**config.mk**
```make
export PLATFORM = sky130hd
export DESIGN_NAME = fp_normalize_round
export DESIGN_NICKNAME = d
export VERILOG_FILES = /design/src/rtl/fp_normalize_round_pkg.sv /design/src/rtl/fp_normalize_round_round_unit.sv /design/src/rtl/fp_normalize_round.sv
export SDC_FILE = /design/constraint.sdc
export NUM_CORES = 1
export LEC_CHECK = 0
export ABC_AREA = 1
export BUFFER_PORTS_ARGS = -buffer_cell sky130_fd_sc_hd__buf_2
export CORE_MARGIN = 1
export CORE_UTILIZATION = 57
export CTS_CLUSTER_DIAMETER = 120
export CTS_CLUSTER_SIZE = 14
export DETAILED_ROUTE_END_ITERATION = 6
export GPL_TIMING_DRIVEN = 0
export PLACE_DENSITY = 0.93
export SYNTH_ARGS = -nofsm -noshare
export SYNTH_HDL_FRONTEND = slang
export SYNTH_SLANG_ARGS = --single-unit
```
**constraint.sdc**
```tcl
create_clock -name clk -period 3.1 [get_ports clk]
set_input_delay 0.62 -clock clk [delete_from_list [all_inputs] [get_ports clk]]
set_output_delay 0.62 -clock clk [all_outputs]
set_load 0.05 [all_outputs]
```
**src/rtl/fp_normalize_round_pkg.sv**
```systemverilog
// rtl/fp_normalize_round_pkg.sv - widths, limits and FSM encoding shared by the normalise/round stage.
package fp_normalize_round_pkg;

  localparam int MAG_W = 12;
  localparam int EXP_W = 3;
  localparam int SIG_W = 4;

  localparam logic [EXP_W-1:0] E_MAX   = 3'd7;
  localparam logic [EXP_W-1:0] E_ONE   = 3'd1;
  localparam logic [SIG_W-1:0] F_MAX   = 4'hF;
  localparam logic [SIG_W-1:0] F_CARRY = 4'b1000;

  typedef enum logic [1:0] {
    ST_IDLE  = 2'd0,
    ST_SHIFT = 2'd1,
    ST_ROUND = 2'd2,
    ST_DONE  = 2'd3
  } state_t;

endpackage

```
**src/rtl/fp_normalize_round_round_unit.sv**
```systemverilog
// rtl/fp_normalize_round_round_unit.sv - combinational exponent/significand from shift count and top bits.
// FPCVT_ROUND_EN selects round half-up on rb; otherwise the significand is truncated.
module fp_normalize_round_round_unit
  import fp_normalize_round_pkg::*;
(
  input  logic [SIG_W-1:0] fraw,
  input  logic             rb,
  input  logic [EXP_W-1:0] k,
  input  logic             sat,
  output logic [EXP_W-1:0] e,
  output logic [SIG_W-1:0] f
);

  logic [EXP_W-1:0] eraw;
  assign eraw = E_MAX - k;

`ifdef FPCVT_ROUND_EN
  logic [SIG_W:0] sum;
  assign sum = {1'b0, fraw} + {{SIG_W{1'b0}}, rb};

  // The carry is resolved before touching E so an overflowing exponent saturates instead of wrapping.
  always_comb begin
    e = eraw;
    f = sum[SIG_W-1:0];
    if (sat || (sum[SIG_W] && (eraw == E_MAX))) begin
      e = E_MAX;
      f = F_MAX;
    end else if (sum[SIG_W]) begin
      e = eraw + E_ONE;
      f = F_CARRY;
    end
  end
`else
  logic unused_rb;
  assign unused_rb = rb;

  always_comb begin
    e = eraw;
    f = fraw;
    if (sat) begin
      e = E_MAX;
      f = F_MAX;
    end
  end
`endif

endmodule

```
**src/rtl/fp_normalize_round.sv**
```systemverilog
// rtl/fp_normalize_round.sv - sign/magnitude to S|E|F code: one-bit-per-cycle normalise, then round.
// Rounding mode is selected by FPCVT_ROUND_EN (see round unit); latency is the same either way.
module fp_normalize_round
  import fp_normalize_round_pkg::*;
(
  input  logic             clk,
  input  logic             rst,
  input  logic             in_valid,
  output logic             in_ready,
  input  logic             s,
  input  logic [MAG_W-1:0] r,
  output logic             out_valid,
  input  logic             out_ready,
  output logic             S,
  output logic [EXP_W-1:0] E,
  output logic [SIG_W-1:0] F
);

  state_t           state, state_nxt;
  logic [MAG_W-1:0] m;
  logic [EXP_W-1:0] k;
  logic             sign;
  logic             shift_go;
  logic [EXP_W-1:0] e_rnd;
  logic [SIG_W-1:0] f_rnd;
  logic             unused_m;

  assign unused_m = ^m[5:0];

  always_ff @(posedge clk) begin
    if (rst) state <= ST_IDLE;
    else     state <= state_nxt;
  end

  always_comb begin
    state_nxt = state;
    in_ready  = 1'b0;
    out_valid = 1'b0;
    shift_go  = 1'b0;
    case (state)
      ST_IDLE: begin
        in_ready = 1'b1;
        if (in_valid) state_nxt = ST_SHIFT;
      end
      // m[11] only arises for r=2048, which bypasses shifting and saturates.
      ST_SHIFT: begin
        if (m[11] || m[10] || (k == E_MAX)) state_nxt = ST_ROUND;
        else                                 shift_go  = 1'b1;
      end
      ST_ROUND: state_nxt = ST_DONE;
      ST_DONE: begin
        out_valid = 1'b1;
        if (out_ready) state_nxt = ST_IDLE;
      end
      default: state_nxt = ST_IDLE;
    endcase
  end

  fp_normalize_round_round_unit u_round (
    .fraw (m[10:7]),
    .rb   (m[6]),
    .k    (k),
    .sat  (m[11]),
    .e    (e_rnd),
    .f    (f_rnd)
  );

  always_ff @(posedge clk) begin
    if (rst) begin
      m    <= '0;
      k    <= '0;
      sign <= 1'b0;
      S    <= 1'b0;
      E    <= '0;
      F    <= '0;
    end else begin
      case (state)
        ST_IDLE: begin
          if (in_valid) begin
            m    <= r;
            k    <= '0;
            sign <= s;
          end
        end
        ST_SHIFT: begin
          if (shift_go) begin
            m <= {m[MAG_W-2:0], 1'b0};
            k <= k + E_ONE;
          end
        end
        ST_ROUND: begin
          S <= sign;
          E <= e_rnd;
          F <= f_rnd;
        end
        default: ;
      endcase
    end
  end

endmodule

```
==> impl_metrics.py, run 1 <==
metrics = {
    "run_status": {
        "result_of_the_run": "complete, no violations",
    },
    "clock_tree": {
        "holdBufCountCts": 0,
        "clk_pin_slew_ps": 140,
        "clockBufferDepth": 2,
        "htree_num_levels": 1,
        "tritoncts": "yes",
        "clk_latency_ps": 330,
        "setup_buffers_after_cts": 0,
        "cts_inserted_buffers": 3,
        "post_cts_resized": 0,
        "clock_tree.root_cell": "sky130_fd_sc_hd__clkbuf_4",
        "cts_num_sinks": 26,
    },
    "yosys": {
        "synth-adder-area-share": 0.0670,
        "synth_simple_gate_area_frac": 0.284,
        "ys.flop_type": "sky130_fd_sc_hd__dfxtp_1",
        "syn_avg_cell_area_um2": 6.80,
        "synth_enable_flop_cells": 0,
        "synth_top_cell_by_area": "sky130_fd_sc_hd__dfxtp_1",
        "synth_compound_gate_area_share": 0.150,
        "synth_top_family_by_area": "simple AND/OR/NAND/NOR gates",
        "synth.top_cells.by_area": "sky130_fd_sc_hd__dfxtp_1, sky130_fd_sc_hd__a21oi_1, sky130_fd_sc_hd__nand2_1, sky130_fd_sc_hd__nor2_1, sky130_fd_sc_hd__ha_1",
        "ys_async_sr_fraction": 0,
        "synth.yosys.seq_area_share": 0.398,
        "yosys-top-cells-count": "sky130_fd_sc_hd__nand2_1, sky130_fd_sc_hd__a21oi_1, sky130_fd_sc_hd__nor2_1",
        "yosys_warnings": 0,
        "yosysMostFrequentCell": "sky130_fd_sc_hd__nand2_1",
        "postSynthRegisterBits": 26,
        "synth_xor_area_frac": 0,
        "syn-instance-count": 192,
        "synth.top_cell.area_share": 0.398,
        "muxShareOfSynthArea": 0,
        "synth.lib_cells_used.distinct": 18,
        "syn_area_um2": 1310,
        "synthesis.nets": 216,
    },
    "timing": {
        "post-route-period-util": 0.635,
        "max_freq_ghz": 0.508,
        "maxSlewViolCount": 0,
        "worst_clock_skew_ps": 2.22,
        "setup_viol": 0,
        "final-hold-violation-count": 0,
        "fin_worst_hold_slack_ps": 450,
        "setup_tns_ps": 0,
        "rsz0062_at_grt": "no",
        "worst_pin_slew_ps": 491,
        "finalCriticalPeriod_ps": 1970,
        "worst_relative_slew_slack": 0.673,
    },
    "pwr": {
        "power.sequential.fraction": 0.300,
        "net-switching-power_mw": 0.938,
        "leakagePower_nw": 0.828,
        "combinationalPowerShare": 0.579,
        "sw_frac_of_total": 0.486,
        "report.power.total_mw": 1.93,
        "power.density_cell_area_nw_per_um2": 1270,
        "internal_power_mw": 0.992,
        "clock_power_share": 0.120,
        "peak_vdd_ir_mv": 0.730,
    },
    "global_route": {
        "antenna_found_initial": 0,
        "globalRoute.totalOverflow": 0,
        "wire_length_of_the_first_global_routing_pass_um": 4760,
        "grt_start_max_net_pins": 16,
        "first_global_vias": 1169,
        "track_usage": 0.246,
    },
    "run": {
        "max_cap_viol_count": 0,
    },
    "critical_path": {
        "worst_ep_arrival_time_ps": 1350,
        "path_cells": "inv_1 -> ha_1 -> buf_2",
        "end_kind": "output pin",
        "critPathMaxStageDelay_ps": 370,
        "cp_slowest_cell": "sky130_fd_sc_hd__dfxtp_1",
        "worst_setup_path_start_kind": "flip-flop",
        "worstPathBufferInverterCount": 2,
        "timing.critical_path.required_ps": 2480,
        "worst_path_class_setup": "flip-flop to output pin",
        "timing.critical_path.fanout_max": 5,
        "kind_of_cell_adding_the_most_delay_to_the_critical_path": "buffers and inverters",
    },
    "placement": {
        "io_buffers": 26,
        "routabilityCongestion": 0.833,
        "place.detailed.hpwl_um": 1950,
    },
    "route": {
        "totalWireLength_um": 2790,
        "vias": 1339,
        "via_cell_ratio": 5.38,
        "detail_route.first_pass.iterations": 4,
        "detail_route.iter0.violations": 35,
        "number_of_design_rule_violations_left_after_detail_routing": 0,
        "avgRoutedWirePerCell_um": 11.2,
        "antenna_violating_nets_post_route": 0,
    },
    "final_layout": {
        "drive_gt1_frac": 0.171,
        "final_nets": 247,
        "area_overhead_vs_synth_pct": 16.6,
        "post-route-util": 0.738,
        "antennaDiodeCount": 0,
    },
    "die": {
        "core_region_area_um2": 2060,
        "floorplan.initialDensity": 0.633,
        "std_cell_rows": 16,
        "dieHeight_um": 49.9,
        "die_area_um2": 2490,
        "x_dimension_of_the_die_um": 49.9,
        "pin_count": 27,
    },
    "min_path": {
        "worstHoldPathType": "input port to flip-flop",
    },
}
[layout make-up]
cell class | instances | area (um2)
Buffer | 11 | 58.8
Clock buffer | 3 | 22.5
Clock inverter | 1 | 30.0
Fill cell | 178 | 539
Inverter | 19 | 71.3
Multi-Input combinational cell | 136 | 656
Sequential cell | 26 | 520
Tap cell | 27 | 33.8
Timing Repair Buffer | 26 | 130
[worst paths after layout]
path | cells after the start | from | slack [ps] | end
hold / removal | 2 | rst | 450 | sign$_SDFFE_PP0P_
setup reg to reg | 7 | state[0]$_SDFFE_PP0P_ | 1350 | m[3]$_SDFFE_PP0P_
setup / recovery | 3 | state[0]$_SDFFE_PP0P_ | 1130 | in_ready
hold reg to reg | 2 | sign$_SDFFE_PP0P_ | 480 | sign$_SDFFE_PP0P_
[worst register-to-register path: stages (launching register included)]
cell and delay (ps):
sky130_fd_sc_hd__dfxtp_1 410, sky130_fd_sc_hd__inv_1 100, sky130_fd_sc_hd__ha_1 260, sky130_fd_sc_hd__nand2_1 190
sky130_fd_sc_hd__clkbuf_1 420, sky130_fd_sc_hd__nand3_1 150, sky130_fd_sc_hd__nand2_1 80, sky130_fd_sc_hd__nor2_1 50
[flip-flops by register name, summed over array words and instances (netlist names)]
signal / flops
E: 3
F: 4
S: 1
k: 3
m: 12
sign: 1
state: 2
[layer usage]
layer  routed length [um]  global-route usage  part of all wire  vias up
met5                    0                   0                 0        -
met1                 1230               0.314              0.44      605
met2                 1340               0.408              0.48       53
li1                     -                   -                 -      679
met4                    9              0.0667            0.0032        0
met3                  220              0.0617             0.079        2
[cell families (layout without fill, tap and decap cells)]
| family | after synthesis | count (layout) |
|---|---|---|
| adder cells (fa/ha/maj) | 7 | 7 |
| AND/OR/NAND/NOR | 90 | 90 |
| flip-flops | 26 | 26 |
| buffers and inverters | 30 | 60 |
| AO/OA/AOI/OAI | 39 | 39 |
[layout by cell type (no fill, tap or decap), types with 2 or more instances in the layout]
cell type / n
sky130_fd_sc_hd__buf_6: 2
sky130_fd_sc_hd__nand2_1: 39
sky130_fd_sc_hd__buf_2: 28
sky130_fd_sc_hd__nor3_1: 3
sky130_fd_sc_hd__clkbuf_1: 6
sky130_fd_sc_hd__o21ai_0: 8
sky130_fd_sc_hd__ha_1: 7
sky130_fd_sc_hd__nand3_1: 16
sky130_fd_sc_hd__a21oi_1: 30
sky130_fd_sc_hd__inv_1: 18
sky130_fd_sc_hd__dfxtp_1: 26
sky130_fd_sc_hd__nand2_2: 2
sky130_fd_sc_hd__clkbuf_4: 3
sky130_fd_sc_hd__nor2_1: 28
[power groups by stage]
stage	combinational, mW	clock [mW]	sequential [mW]
final	1.12	0.232	0.579
after global routing	1.24	0.250	0.601
after CTS	1.11	0.236	0.578
after detailed placement	1.10	0	0.585
after global placement	1.08	0	0.581
after floorplan	0.780	0	0.687
[stage by stage]
stage / instances / worst slack, ps / cell area [um2]
floorplan: 192 / 1410 / 1310
global placement: 245 / 1450 / 1470
detailed placement: 245 / 1420 / 1470
CTS: 249 / 1130 / 1520
global route: 249 / 1030 / 1520
finish: 249 / 1130 / 1520
Power figures use the tool's default switching activity.
==> inputs of run 2 (changes only) <==
--- a/config.mk
+++ b/config.mk
@@ -5,15 +5,15 @@
 export SDC_FILE = /design/constraint.sdc
 export NUM_CORES = 1
 export LEC_CHECK = 0
-export ABC_AREA = 1
+export ABC_AREA = 0
 export BUFFER_PORTS_ARGS = -buffer_cell sky130_fd_sc_hd__buf_2
 export CORE_MARGIN = 1
-export CORE_UTILIZATION = 57
+export CORE_UTILIZATION = 47
 export CTS_CLUSTER_DIAMETER = 120
 export CTS_CLUSTER_SIZE = 14
 export DETAILED_ROUTE_END_ITERATION = 6
 export GPL_TIMING_DRIVEN = 0
-export PLACE_DENSITY = 0.93
+export PLACE_DENSITY = 0.83
 export SYNTH_ARGS = -nofsm -noshare
 export SYNTH_HDL_FRONTEND = slang
 export SYNTH_SLANG_ARGS = --single-unit
==> constraint.sdc (replaced) <==
create_clock -name clk -period 1.6 [get_ports clk]
set_input_delay 0.32 -clock clk [delete_from_list [all_inputs] [get_ports clk]]
set_output_delay 0.32 -clock clk [all_outputs]
set_load 0.05 [all_outputs]
==> impl_metrics.py, run 2 <==
metrics = {
    "clock_tree": {
        "clk_pin_slew_ps": 140,
        "clk_latency_ps": 320,
        "htree_num_levels": 1,
        "holdBufCountCts": 0,
        "cts_num_sinks": 26,
        "tritoncts": "yes",
        "clock_tree.root_cell": "sky130_fd_sc_hd__clkbuf_4",
        "cts_inserted_buffers": 3,
        "clockBufferDepth": 2,
    },
    "pwr": {
        "power.sequential.fraction": 0.264,
        "power.density_cell_area_nw_per_um2": 2370,
        "combinationalPowerShare": 0.620,
        "peak_vdd_ir_mv": 1.65,
        "leakagePower_nw": 0.689,
        "net-switching-power_mw": 1.81,
        "internal_power_mw": 2.10,
        "report.power.total_mw": 3.91,
        "sw_frac_of_total": 0.463,
        "clock_power_share": 0.115,
    },
    "critical_path": {
        "r2r.worst_path.cells": 7,
        "timing.critical_path.required_ps": 1850,
        "timing.critical_path.to": "m[11]$_SDFFE_PP0P_",
        "cpMostUsedCell": "sky130_fd_sc_hd__ha_4",
        "critPathMaxStageDelay_ps": 380,
        "worst_setup_path_start_kind": "flip-flop",
        "timing.rr.end": "m[11]$_SDFFE_PP0P_",
        "end_kind": "flip-flop",
        "cp_slowest_cell": "sky130_fd_sc_hd__dfxtp_4",
        "ff2ff_setup_slack_ps": -260,
        "worstSetupStartpoint": "k[0]$_SDFFE_PP0P_",
        "worst_ep_arrival_time_ps": 2110,
        "worstPathBufferInverterCount": 1,
        "kind_of_cell_adding_the_most_delay_to_the_critical_path": "compound AO/OA/AOI/OAI gates",
        "reg2reg_from": "k[0]$_SDFFE_PP0P_",
        "timing.critical_path.fanout_max": 4,
        "worst_path_class_setup": "flip-flop to flip-flop",
        "path_cells": "ha_4 -> ha_4 -> or3_4 -> a211oi_4 -> buf_4 -> nor2_1 -> a211oi_1",
        "critical_path_cell_count": 7,
    },
    "final_layout": {
        "antennaDiodeCount": 0,
        "top_regs": "m: 12 flops, F: 4 flops",
        "area_overhead_vs_synth_pct": 32.2,
        "number_of_flip_flops_in_the_largest_register": 12,
        "max_flop_register": "m",
        "leading_cell_types_in_the_layout_fill_and_taps_excluded": "sky130_fd_sc_hd__nor2_1, sky130_fd_sc_hd__buf_2, sky130_fd_sc_hd__dfxtp_1, sky130_fd_sc_hd__nand2_1, sky130_fd_sc_hd__o21ai_0",
        "final_nets": 208,
        "most_common_library_cell_in_the_layout_ignoring_fill_and_taps": "sky130_fd_sc_hd__nor2_1",
        "nFillCells": 199,
        "drive_gt1_frac": 0.377,
    },
    "die": {
        "die_area_um2": 2870,
        "std_cell_rows": 18,
        "pin_count": 27,
        "x_dimension_of_the_die_um": 53.6,
        "dieHeight_um": 53.6,
        "floorplan.initialDensity": 0.500,
        "core_region_area_um2": 2500,
    },
    "global_route": {
        "wire_length_of_the_first_global_routing_pass_um": 5020,
        "grt_start_max_net_pins": 16,
        "track_usage": 0.247,
        "met2_usage": 0.448,
        "met3_grt_util": 0.0650,
        "globalRoute.totalOverflow": 0,
        "first_global_vias": 1210,
        "grt.met1_usage": 0.266,
        "antenna_found_initial": 0,
        "grt_most_used_layer": "met2",
    },
    "yosys": {
        "syn_avg_cell_area_um2": 8.50,
        "yosysMostFrequentCell": "sky130_fd_sc_hd__nor2_1",
        "yosys-top-cells-count": "sky130_fd_sc_hd__nor2_1, sky130_fd_sc_hd__dfxtp_1, sky130_fd_sc_hd__nand2_1",
        "synth_enable_flop_cells": 0,
        "postSynthRegisterBits": 26,
        "synth_top_cell_by_area": "sky130_fd_sc_hd__dfxtp_1",
        "syn_area_um2": 1250,
        "yosys_warnings": 0,
        "synth.top_cells.by_area": "sky130_fd_sc_hd__dfxtp_1, sky130_fd_sc_hd__nor2_1, sky130_fd_sc_hd__a211oi_2, sky130_fd_sc_hd__ha_1, sky130_fd_sc_hd__a211oi_1",
        "ys.flop_type": "sky130_fd_sc_hd__dfxtp_1",
        "synth.top_cell.area_share": 0.416,
        "synthesis.nets": 171,
        "ys_async_sr_fraction": 0,
        "synth.lib_cells_used.distinct": 27,
        "syn-instance-count": 147,
        "synth.yosys.seq_area_share": 0.416,
    },
    "timing": {
        "max_freq_ghz": 0.537,
        "post-route-period-util": 1.16,
        "final-hold-violation-count": 0,
        "rsz0062_at_grt": "yes",
        "worst_relative_slew_slack": 0.544,
        "setup_viol": 15,
        "maxSlewViolCount": 0,
        "finalCriticalPeriod_ps": 1860,
        "post_layout_worst_setup_margin_ps": -261,
        "worst_clock_skew_ps": 7.15,
        "worst_pin_slew_ps": 684,
        "fin_worst_hold_slack_ps": 227,
    },
    "placement": {
        "io_buffers": 25,
        "routabilityCongestion": 0.747,
        "place.detailed.hpwl_um": 2120,
    },
    "run_status": {
        "failed_checks": "setup timing",
        "result_of_the_run": "finished, violations left",
    },
    "route": {
        "vias": 1212,
        "detail_route.iter0.violations": 37,
        "antenna_violating_nets_post_route": 0,
        "totalWireLength_um": 3170,
        "via_cell_ratio": 5.69,
        "number_of_design_rule_violations_left_after_detail_routing": 0,
        "detail_route.first_pass.iterations": 4,
        "avgRoutedWirePerCell_um": 14.9,
    },
    "min_path": {
        "hold_start": "s",
        "worstHoldPathType": "input port to flip-flop",
    },
    "run": {
        "max_cap_viol_count": 0,
    },
}
## run 2: worst min-delay path by stage
stage / to / cells past startpoint / slack (ps)
6_report: sign$_SDFFE_PP0P_ / 3 / 230
2_1_floorplan: sign$_SDFFE_PP0P_ / 2 / 440
4_1_cts: sign$_SDFFE_PP0P_ / 3 / 230
3_3_place_gp: sign$_SDFFE_PP0P_ / 2 / 440
3_5_place_dp: sign$_SDFFE_PP0P_ / 2 / 450
5_1_grt: sign$_SDFFE_PP0P_ / 3 / 210
## run 2: worst min-delay path, cell delays in order
cell and delay (ps):
sky130_fd_sc_hd__buf_2 90, sky130_fd_sc_hd__nand3_1 50, sky130_fd_sc_hd__a21oi_1 50
## run 2: cell families after synthesis
kind of cell	share of synthesized area
flip-flops	0.416
buffers and inverters	0.0521
multiplexers	0.0160
adder cells (fa/ha/maj)	0.0701
AND/OR/NAND/NOR	0.193
AO/OA/AOI/OAI	0.252
## run 2: timing repair
item,4_1_cts,5_1_grt
gates cloned,1,0
pin swaps,12,1
setup endpoints to repair,19,17
gates resized for setup,20,6
buffers inserted,6,0
## run 2: stage by stage
step	setup TNS (ps)	cell area, um2	setup slack, ps	instances	util
floorplan	-1540	1300	-160	147	-
global placement	-3260	1470	-289	202	0.587
detailed placement	-3950	1470	-338	202	0.587
CTS	-2940	1620	-254	213	0.649
global route	-3750	1650	-291	213	0.661
finish	-3180	1650	-261	213	0.661
## run 2: cell type report
class	count	area (um2)	area share
repair buffers	32	191	0.116
plain buffers	9	52.6	0.0318
well taps	30	37.5	0.0227
flip-flops and latches	26	533	0.322
multi-input cells	106	763	0.462
clock buffers	3	22.5	0.0136
clock inverters	1	30.0	0.0182
inverters	6	22.5	0.0136
## run 2: power by group through the flow
stage / registers, mW / logic [mW] / clock network [mW]
after detailed placement: 1.04 / 2.03 / 0
after global placement: 1.02 / 1.95 / 0
after global routing: 1.06 / 2.61 / 0.490
after floorplan: 1.24 / 1.42 / 0
after CTS: 1.03 / 2.31 / 0.459
final: 1.03 / 2.43 / 0.451
## run 2: metal layers
layer  vias up  wire, um
met5         -         0
met4         0        14
met3         2       180
met2        43      1710
met1       585      1260
li1        582         -
==> inputs of run 3 (changes only) <==
--- a/config.mk
+++ b/config.mk
@@ -12,7 +12,6 @@
 export CTS_CLUSTER_DIAMETER = 120
 export CTS_CLUSTER_SIZE = 14
 export DETAILED_ROUTE_END_ITERATION = 6
-export GPL_TIMING_DRIVEN = 0
 export PLACE_DENSITY = 0.83
 export SYNTH_ARGS = -nofsm -noshare
 export SYNTH_HDL_FRONTEND = slang
==> impl_metrics.py, run 3 (same netlist as run 2, synthesis figures left out) <==
metrics = {
    "critical_path": {
        "worst_setup_path_start_kind": "flip-flop",
        "worst_path_class_setup": "flip-flop to flip-flop",
        "ff2ff_setup_slack_ps": -200,
        "timing.critical_path.fanout_max": 8,
        "worst_ep_arrival_time_ps": 2060,
        "timing.critical_path.required_ps": 1860,
        "end_kind": "flip-flop",
    },
    "timing": {
        "worst_relative_slew_slack": 0.675,
        "max_freq_ghz": 0.554,
        "rsz0062_at_grt": "yes",
        "setup_viol": 15,
        "worst_clock_skew_ps": 11.2,
        "post-route-period-util": 1.13,
        "post_layout_worst_setup_margin_ps": -205,
        "finalCriticalPeriod_ps": 1800,
        "worst_pin_slew_ps": 487,
        "setup_tns_ps": -2400,
        "final-hold-violation-count": 0,
        "fin_worst_hold_slack_ps": 237,
        "maxSlewViolCount": 0,
    },
    "pwr": {
        "sw_frac_of_total": 0.459,
        "power.density_cell_area_nw_per_um2": 2320,
        "leakagePower_nw": 0.725,
        "internal_power_mw": 2.16,
        "net-switching-power_mw": 1.83,
        "peak_vdd_ir_mv": 1.43,
        "power.sequential.fraction": 0.255,
        "clock_power_share": 0.116,
        "combinationalPowerShare": 0.629,
        "report.power.total_mw": 3.99,
    },
    "route": {
        "totalWireLength_um": 3060,
        "avgRoutedWirePerCell_um": 14.1,
        "vias": 1191,
        "number_of_design_rule_violations_left_after_detail_routing": 0,
        "via_cell_ratio": 5.49,
        "detail_route.first_pass.iterations": 4,
        "antenna_violating_nets_post_route": 0,
        "detail_route.iter0.violations": 24,
    },
    "placement": {
        "post-place-cells": 210,
        "pre_cts_slack_ps": -186,
        "io_buffers": 26,
        "routabilityCongestion": 0.749,
        "place.detailed.hpwl_um": 2070,
    },
    "final_layout": {
        "final_nets": 212,
        "footprint_of_the_multi_input_gates_um2": 779,
        "top_regs": "m: 12 flops, F: 4 flops",
        "antennaDiodeCount": 0,
        "nFillCells": 187,
        "stdcell_count": 217,
        "leading_cell_types_in_the_layout_fill_and_taps_excluded": "sky130_fd_sc_hd__nor2_1, sky130_fd_sc_hd__buf_2, sky130_fd_sc_hd__dfxtp_1, sky130_fd_sc_hd__buf_4, sky130_fd_sc_hd__nand2_1",
        "number_of_flip_flops_in_the_largest_register": 12,
        "most_common_library_cell_in_the_layout_ignoring_fill_and_taps": "sky130_fd_sc_hd__nor2_1",
        "seq_area_um2": 527,
        "max_flop_register": "m",
        "area_overhead_vs_synth_pct": 37.6,
        "drive_gt1_frac": 0.449,
    },
    "die": {
        "dieHeight_um": 53.6,
        "x_dimension_of_the_die_um": 53.6,
        "std_cell_rows": 18,
        "die_area_um2": 2870,
        "floorplan.initialDensity": 0.500,
        "pin_count": 27,
        "core_region_area_um2": 2500,
    },
    "clock_tree": {
        "clk_latency_ps": 330,
        "htree_num_levels": 1,
        "cts_num_sinks": 26,
        "clockBufferDepth": 2,
        "tritoncts": "yes",
        "cts_inserted_buffers": 3,
        "clk_pin_slew_ps": 150,
        "clock_tree.root_cell": "sky130_fd_sc_hd__clkbuf_4",
    },
    "global_route": {
        "wire_length_of_the_first_global_routing_pass_um": 4670,
        "grt_start_max_net_pins": 21,
        "globalRoute.totalOverflow": 0,
        "track_usage": 0.229,
        "first_global_vias": 1118,
        "antenna_found_initial": 0,
    },
    "min_path": {
        "worstHoldPathType": "input port to flip-flop",
    },
    "run_status": {
        "result_of_the_run": "finished, violations left",
        "failed_checks": "setup timing",
    },
    "run": {
        "max_cap_viol_count": 0,
    },
}
-- run 3: final timing paths --
path	cells past startpoint	startpoint	end
max	7	k[0]$_SDFFE_PP0P_	m[7]$_SDFFE_PP0P_
min	3	s	sign$_SDFFE_PP0P_
max reg2reg	7	k[0]$_SDFFE_PP0P_	m[7]$_SDFFE_PP0P_
min reg2reg	2	sign$_SDFFE_PP0P_	sign$_SDFFE_PP0P_
-- run 3: metrics by stage --
stage	area, um2	util
CTS	1690	0.678
floorplan	1300	-
detailed placement	1560	0.624
global placement	1560	0.624
finish	1720	0.688
global route	1720	0.688
-- run 3: layer usage --
metal  part of all wire  vias up  global-route usage
met5                  0        -                   0
met4              0.010        0              0.0833
met1               0.44      572               0.246
met3              0.031        4              0.0452
li1                   -      589                   -
met2               0.52       26               0.438
-- run 3: worst max-delay path, cell delays in order, from the launching register on --
cell and delay [ps]:
sky130_fd_sc_hd__dfxtp_2 370, sky130_fd_sc_hd__ha_4 160, sky130_fd_sc_hd__ha_4 150, sky130_fd_sc_hd__or3_4 390
sky130_fd_sc_hd__a211oi_4 260, sky130_fd_sc_hd__buf_6 170, sky130_fd_sc_hd__nor2_1 50, sky130_fd_sc_hd__a211oi_2 180
-- run 3: final cells by class --
| class | count | share of cell area |
|---|---|---|
| multi-input combinational | 106 | 0.453 |
| clock inverter | 1 | 0.0175 |
| sequential | 26 | 0.306 |
| inverter | 6 | 0.0131 |
| tap | 30 | 0.0218 |
| clock buffer | 3 | 0.0131 |
| timing repair buffer | 45 | 0.175 |
-- run 3: power groups by stage --
stage | clock network, mW | registers, mW | logic (mW)
final | 0.462 | 1.02 | 2.51
after global routing | 0.486 | 1.04 | 2.70
after CTS | 0.459 | 1.01 | 2.43
after detailed placement | 0 | 1.02 | 2.21
after global placement | 0 | 0.998 | 2.12
after floorplan | 0 | 1.24 | 1.42
-- run 3: repair_timing --
action / CTS / global route
gates cloned: 0 / 0
hold buffers: 0 / 0
pin swaps: 5 / 3
setup buffers: 3 / 0
hold endpoints to repair: 0 / 0
gates resized for setup: 17 / 9
setup endpoints to repair: 17 / 18
